**src/rtl/mpmp_fifo_push_arbiter.sv**
```systemverilog
// Round-robin arbiter sharing the N-lane push port of the multi-push/multi-pop FIFO
// between R requesters. A packet stays locked to its requester until its last word
// is accepted, so packets from different sources never interleave in the FIFO.
module mpmp_fifo_push_arbiter #(
  parameter  int W  = 16,
  parameter  int N  = 2,
  parameter  int R  = 3,
  localparam int WN = $clog2(N + 1),
  localparam int RW = (R > 1) ? $clog2(R) : 1
) (
  input  logic              clk,
  input  logic              rst,
  input  logic [R*WN-1:0]   req_cnt,
  input  logic [R*N*W-1:0]  req_data,
  input  logic [R-1:0]      req_last,
  output logic [R*WN-1:0]   ack_cnt,
  output logic [WN-1:0]     fifo_push,
  output logic [N*W-1:0]    fifo_push_data,
  input  logic [WN-1:0]     fifo_can_push,
  output logic              busy,
  output logic [RW-1:0]     owner
);

  typedef enum logic {IDLE, LOCKED} state_t;

  localparam logic [RW:0] R_EXT = (RW + 1)'(R);

  state_t          state_reg, state_next;
  logic [RW-1:0]   rr_ptr_reg, rr_ptr_next;
  logic [RW-1:0]   owner_reg, owner_next;

  logic [WN-1:0]   cnt_arr [R];
  logic [N*W-1:0]  data_arr [R];
  logic [RW-1:0]   win;
  logic            win_vld;
  logic [WN-1:0]   win_cnt;
  logic [N*W-1:0]  win_data;
  logic            win_last;
  logic [WN-1:0]   acc;
  logic            done;

  // Operands are always below 2R, so one conditional subtract is a full modulo R.
  function automatic logic [RW-1:0] wrap_idx(input logic [RW:0] v);
    logic [RW:0] t;
    t = (v >= R_EXT) ? (v - R_EXT) : v;
    return t[RW-1:0];
  endfunction

  genvar gi;

  // Split the flat request buses into per-requester views.
  generate
    for (gi = 0; gi < R; gi++) begin : g_unpack
      assign cnt_arr[gi]  = req_cnt[gi*WN +: WN];
      assign data_arr[gi] = req_data[gi*N*W +: N*W];
    end
  endgenerate

  // Winner: the lock owner while LOCKED, else the first requester from rr_ptr onward.
  always_comb begin
    win     = '0;
    win_vld = 1'b0;
    if (state_reg == LOCKED) begin
      win     = owner_reg;
      win_vld = 1'b1;
    end else begin
      for (int i = 0; i < R; i++) begin
        if (!win_vld && (cnt_arr[wrap_idx({1'b0, rr_ptr_reg} + (RW + 1)'(i))] != '0)) begin
          win     = wrap_idx({1'b0, rr_ptr_reg} + (RW + 1)'(i));
          win_vld = 1'b1;
        end
      end
    end
  end

  assign win_cnt  = cnt_arr[win];
  assign win_data = data_arr[win];
  assign win_last = req_last[win];

  // Accept as many words as both the winner offers and the FIFO can take.
  always_comb begin
    acc = '0;
    if (win_vld) begin
      acc = (win_cnt < fifo_can_push) ? win_cnt : fifo_can_push;
    end
  end

  // A packet only ends when every offered word, including the last one, goes in.
  assign done = (acc != '0) && (acc == win_cnt) && win_last;

  assign fifo_push = acc;

  // Per-requester acks: only the winner sees a nonzero count.
  generate
    for (gi = 0; gi < R; gi++) begin : g_ack
      assign ack_cnt[gi*WN +: WN] = (win_vld && (win == RW'(gi))) ? acc : '0;
    end
  endgenerate

  // Lanes beyond the accepted count are forced to zero.
  generate
    for (gi = 0; gi < N; gi++) begin : g_lane
      assign fifo_push_data[gi*W +: W] = (WN'(gi) < acc) ? win_data[gi*W +: W] : '0;
    end
  endgenerate

  // Next-state logic for the lock and the round-robin pointer.
  always_comb begin
    state_next  = state_reg;
    rr_ptr_next = rr_ptr_reg;
    owner_next  = owner_reg;
    case (state_reg)
      IDLE: begin
        if (acc != '0) begin
          if (done) begin
            rr_ptr_next = wrap_idx({1'b0, win} + (RW + 1)'(1));
          end else begin
            state_next = LOCKED;
            owner_next = win;
          end
        end
      end
      LOCKED: begin
        if (done) begin
          state_next  = IDLE;
          rr_ptr_next = wrap_idx({1'b0, owner_reg} + (RW + 1)'(1));
          owner_next  = '0;
        end
      end
      default: begin
        state_next = IDLE;
        owner_next = '0;
      end
    endcase
  end

  // State registers; reset drops any lock immediately.
  always_ff @(posedge clk or posedge rst) begin
    if (rst) begin
      state_reg  <= IDLE;
      rr_ptr_reg <= '0;
      owner_reg  <= '0;
    end else begin
      state_reg  <= state_next;
      rr_ptr_reg <= rr_ptr_next;
      owner_reg  <= owner_next;
    end
  end

  assign busy  = (state_reg == LOCKED);
  assign owner = owner_reg;

endmodule

```
**config.mk**
```make
export PLATFORM = sky130hd
export DESIGN_NAME = mpmp_fifo_push_arbiter
export DESIGN_NICKNAME = d
export VERILOG_FILES = /design/src/rtl/mpmp_fifo_push_arbiter.sv
export SDC_FILE = /design/constraint.sdc
export NUM_CORES = 1
export LEC_CHECK = 0
export CAP_MARGIN = 20
export CORE_MARGIN = 8
export CORE_UTILIZATION = 35
export CTS_CLUSTER_SIZE = 20
export DETAILED_ROUTE_END_ITERATION = 12
export PLACE_DENSITY = 0.95
export SETUP_SLACK_MARGIN = 0.15
export SLEW_MARGIN = 20
export SYNTH_ARGS = -nofsm -noshare
export SYNTH_HDL_FRONTEND = slang
export SYNTH_SLANG_ARGS = --single-unit
export TNS_END_PERCENT = 100
```
**constraint.sdc**
```tcl
create_clock -name clk -period 7.53 [get_ports clk]
set_input_delay 0.753 -clock clk [delete_from_list [all_inputs] [get_ports clk]]
set_output_delay 0.753 -clock clk [all_outputs]
set_load 0.01 [all_outputs]
```
# ---- Word level (Yosys, flattened, before mapping)
# Index checks and enable logic that the tools add are counted.
dict set report totals {
  elab_cells 103
  register_bits 5
}
dict set report classes {
  eq_ne 7
  n_mux 50
  n_bitwise 5
  n_lt_le_gt_ge 13
  addsub 9
  n_reduce_logical 16
}
# op n
set ops {}
lappend ops {{32-bit binary-select mux with 2-bit select} 1}
lappend ops {{32-bit 2-to-1 mux} 2}
lappend ops {{2-bit 2-to-1 mux} 28}
lappend ops {{16-bit 2-to-1 mux} 2}
lappend ops {{2-bit binary-select mux with 2-bit select} 4}
lappend ops {{3-bit by 2-bit greater-or-equal comparator with 1-bit output, second input constant} 4}
lappend ops {{3-bit greater-or-equal comparator, second input constant} 4}
lappend ops {{2-bit inverter with 3-bit output} 4}
lappend ops {{2-bit subtractor, second input constant} 5}
lappend ops {{2-bit by 1-bit adder with 3-bit output, second input constant} 3}
lappend ops {{1-bit 2-to-1 mux} 9}
lappend ops {{2-bit case mux with 2 select lines} 2}
lappend ops {{2-bit nonzero test} 4}
lappend ops {{1-bit logical AND} 7}
lappend ops {{2-bit != test, second input constant} 3}
lappend ops {{3-bit AND reduction} 2}
lappend ops {{1-bit by 2-bit less-than comparator with 1-bit output, first input constant} 2}
lappend ops {{2-bit by 2-bit adder with 3-bit output, second input constant} 1}
lappend ops {{2-bit by 3-bit less-than comparator with 1-bit output, second input constant} 1}
lappend ops {{1-bit binary-select mux with 2-bit select} 1}
lappend ops {{2-bit by 1-bit == test with 1-bit output, second input constant} 1}
lappend ops {{2-bit == test} 1}
lappend ops {{2-bit == test, second input constant} 1}
lappend ops {{2-bit greater-or-equal comparator, second input constant} 1}
lappend ops {{other kinds (6)} 7}

# ---- Logic depth before layout (Yosys ltp)
dict set report logic_depth {
  depth_word 30
  depth_mapped 19
  depth_no_buf 18
}

# ---- Worst setup path after synthesis
# No wires, ideal clock.
dict set report synth_timing {
  path_type {in2out}
  startpoint {input req_cnt[2]}
  endpoint {output fifo_push_data[0]}
  stages 15
  setup_slack_ns 3.119
  t_arrival_ns 3.658
  path_cell_list {nor2_2 -> o22ai_2 -> nor4_2 -> o31a_2 -> mux2i_1 -> a2bb2oi_2 -> inv_1 -> ha_1 -> nor2_1 -> o22a_2 -> o311a_2 -> nor2_1 -> buf_2 -> buf_2 -> a211oi_1}
}
dict set report synth_via {
  elab_chain_cells 23
}
# item line
set synth_lines {}
lappend synth_lines {{from (decl)} 13} ;# input logic [R*WN-1:0] req_cnt,
lappend synth_lines {{2-bit binary-select mux with 2-bit select} 68} ;# if (!win_vld && (cnt_arr[wrap_idx({1'b0, rr_ptr_reg} + (RW + 1)'(i))] != '0)) begin
lappend synth_lines {{2-bit 2-to-1 mux (not written as such) (2 in series)} 68}
lappend synth_lines {{2-bit nonzero test} 68}
lappend synth_lines {{1-bit 2-to-1 mux} 68}
lappend synth_lines {{1-bit 2-to-1 mux} 63} ;# if (state_reg == LOCKED) begin
lappend synth_lines {{1-bit zero test} 68}
lappend synth_lines {{1-bit logical AND} 68}
lappend synth_lines {{1-bit 2-to-1 mux} 68}
lappend synth_lines {{[... 6 more ...]} --}
lappend synth_lines {{2-bit binary-select mux with 2-bit select} 76} ;# assign win_cnt = cnt_arr[win];
lappend synth_lines {{2-bit 2-to-1 mux (not written as such) (2 in series)} 76}
lappend synth_lines {{2-bit less-than comparator} 84} ;# acc = (win_cnt < fifo_can_push) ? win_cnt : fifo_can_push;
lappend synth_lines {{2-bit 2-to-1 mux} 84}
lappend synth_lines {{2-bit 2-to-1 mux (*)} 83} ;# if (win_vld) begin
lappend synth_lines {{net fifo_push[0]} 17} ;# output logic [WN-1:0] fifo_push,
lappend synth_lines {{1-bit by 2-bit less-than comparator with 1-bit output (*)} 103} ;# assign fifo_push_data[gi*W +: W] = (WN'(gi) < acc) ? win_data[gi*W +: W] : '0;
lappend synth_lines {{16-bit 2-to-1 mux (*)} 103}
lappend synth_lines {{to (decl)} 18} ;# output logic [N*W-1:0] fifo_push_data,
# Mark *: on every way through the listed nets, which the timed path passes. The rest lies on a longest branch. The select of a mux whose other input is x is not followed.

# ---- Worst setup path in the final report
dict set report layout_timing {
  startpoint {input req_cnt[4]}
  endpoint {output fifo_push_data[6]}
}
dict set report layout_via {
  elab_chain_cells 23
}
# item line
set layout_lines {}
lappend layout_lines {{2-bit binary-select mux with 2-bit select} 68}
lappend layout_lines {{2-bit 2-to-1 mux (not written as such) (2 in series)} 68}
lappend layout_lines {{2-bit nonzero test} 68}
lappend layout_lines {{1-bit 2-to-1 mux} 68}
lappend layout_lines {{1-bit 2-to-1 mux} 63}
lappend layout_lines {{1-bit zero test} 68}
lappend layout_lines {{1-bit logical AND} 68}
lappend layout_lines {{1-bit 2-to-1 mux} 68}
lappend layout_lines {{[... 5 more ...]} --}
lappend layout_lines {{2-bit inverter with 3-bit output (not written as such)} {76, 77}}
lappend layout_lines {{2-bit binary-select mux with 2-bit select} 76}
lappend layout_lines {{2-bit 2-to-1 mux (not written as such) (2 in series)} 76}
lappend layout_lines {{2-bit less-than comparator} 84}
lappend layout_lines {{2-bit 2-to-1 mux} 84}
lappend layout_lines {{2-bit 2-to-1 mux} 83}
lappend layout_lines {{1-bit by 2-bit less-than comparator with 1-bit output} 103}
lappend layout_lines {{16-bit 2-to-1 mux (*)} 103}
# Every way passes the cells marked *; elsewhere a longest branch is shown, timed or not. The select of a mux whose other input is x is not followed.

==> flow_summary.toml <==
[status]
outcome = "finished clean"

[final_layout]
diodes = 0
finish.utilization_pct = 67.8
drive_gt1_share_pct = 7.31
final_common_cell = "clkdlybuf4s50_1"
layout.nets = 502
layout_common_cells = "151 x clkdlybuf4s50_1, 36 x nor2_1, 36 x mux2i_1, 19 x a211oi_1, 18 x a21oi_1"
fill_cells = 386
areaGrowthSynthToFinish_pct = 90.9

[routing]
vias = 2534
first_iter_violations = 135
drc = 0
viasPerCell = 5.59
routedWlPerCell_um = 18.5
drt-pass1-iter-count = 4
antenna_left = 0
wirelength_mm = 8.36

[sta]
setup_violations = 0
final.min_clock_period_ps = 6080
hold_ws_ps = 570
fin_tns_setup_ps = 0
drv_slew = 0
fmaxAchievable_mhz = 164
hold_viol = 0
max_slew.worst_pin.slew_ps = 878
post-route-period-util_pct = 80.8
grt_setup_unrepaired = "false"
max_slew_margin_pct = 41.2
finClkSkew_ps = 1.16

[critical_path]
setup.worst_path.start_class = "input port"
crit_chain = "clkdlybuf4s50_1 > o21ba_1 > a22o_1 > nor4_2 > o31a_2 > mux2i_1 > a2bb2oi_2 > inv_1 > ha_1 > nor2_1 > o22a_2 > o311a_2 > nor2_2 > a211oi_1 > clkdlybuf4s50_1"
arrival_ps = 5330
path_class = "input port to primary output"
crit_slowest_cell = "o31a_2"
slowest_delay_ps = 720
worstPathRequired_ps = 6780
cp-end-kind = "primary output"
reg2regPathDepth = 16
cp_num_cells = 15
worstPathMaxFanout = 42
path_delay_family = "compound AO/OA/AOI/OAI gates"
crit_buf_inv = 3
critPathMostFrequentCell = "clkdlybuf4s50_1"

[cts]
htree_levels = 1
cts.sinks = 5
ctsResizeCount = 0
cts_buffers = 3
cts.reportedPaths.clkPinSlew_ps = 40
cts_tree = "yes"
worstSkewPairLatency_ps = 230
clock_path_buffers = 2
cts_root_buf = "clkbuf_8"
cts_setup_buffers = 0
cts_hold_buffers = 0

[power_and_ir_drop]
fin_total_pwr_mw = 1.21
p_leak_nw = 1.29
ir_drop_uv = 225
power.density_nw_per_um2 = 358

[yosys]
ys_ff_latch = 5
yosysTopAreaCell = "mux2i_1"
synthTopCellsByArea = "mux2i_1 20%, a211oi_1 8.1%, nor2_1 7.9%"
seq_area_frac_synth_pct = 7.08
synth_top_area_share_pct = 20.4
async_flop_share_pct = 100
synth-main-ff-cell = "dfrtp_1"
syn_inst = 245
synth_edf_count = 0
synthesis.area_um2 = 1770
synth.distinct_cells = 57
yosys_warnings = 0
syn_nets = 363
syn_area_per_cell_um2 = 7.21

[global_route]
antenna_found_initial = 0
overflow = 0
grt_usage_pct = 21.2
grt_pass1_wl_mm = 12.9
grt_pass1_vias = 2636
grt_max_degree = 43

[placed_design]
gp_congestion = 0.952
port_buffers = 151
dp_hpwl_mm = 6.81

[floorplan]
die-width_um = 87.0
core_area_um2 = 4980
die-area_um2 = 7580
io_pins = 152
fp.dieH_um = 87.0
num_rows = 26
start_util_pct = 35.5

[worst_hold_path]
hp-class = "register to register"
holdPathStages = 1

[run]
cap_violations = 0
[area by class of cell]
type / instances / area, µm² / area share [%]
clock inverters: 1 / 5.00 / 0.148
flip-flops and latches: 5 / 125 / 3.71
multi-input cells: 206 / 1520 / 45.1
well taps: 70 / 87.6 / 2.60
inverters: 12 / 45.0 / 1.34
repair buffers: 156 / 1550 / 45.9
clock buffers: 3 / 41.3 / 1.22
[cells by family (layout without fill, tap and decap cells)]
kind of cell | Yosys count | in the layout | synth area share, %
fa+ha+maj | 9 | 9 | 6.37
simple gates | 74 | 74 | 20.7
flops | 5 | 5 | 7.08
compound gates | 85 | 85 | 36.1
mux | 38 | 38 | 21.9
buf+inv | 34 | 172 | 7.86
[path summary, 6_finish.rpt]
path	start	endpoint	slack [ps]
worst max-delay path	req_cnt[4]	fifo_push_data[6]	1450
worst min-delay path	owner[1]	owner[1]	570
worst max register to register	rr_ptr_reg[0]	rr_ptr_reg[1]	2520
worst min register to register	owner[1]	owner[1]	570
max in group asynchronous	rst	owner[0]	6630
min in group asynchronous	rst	busy	730
[power breakdown]
part	total [mW]	switching (mW)	internal, mW
Sequential	0.0518	0.0146	0.0372
Combinational	1.10	0.575	0.528
Clock	0.0507	0.0150	0.0357
Total	1.21	0.605	0.601
[cells in the mapped netlist, types with 4 or more instances]
cell type and instances:
and2_1 6, inv_1 11, mux2i_1 36, nor2_1 37, a21oi_1 18, a211oi_1 19
clkbuf_1 13, a31oi_1 17, buf_2 6, dfrtp_1 5, nand2_1 6, ha_1 9
or3_1 4
[layer usage]
metal | share of wire [%] | global-route usage [%]
met1 | 36 | 22.2
met2 | 50 | 37.0
met3 | 11 | 8.02
met4 | 3.1 | 9.08
met5 | 0 | 0
[through the flow]
step,std cells,setup WS [ps],area [µm²]
6_report,453,1450,3370
5_1_grt,453,1070,3370
4_1_cts,453,1100,3370
3_5_place_dp,449,1110,3320
3_3_place_gp,449,1240,3320
2_1_floorplan,245,3120,1770
Power figures use the tool's default switching activity.
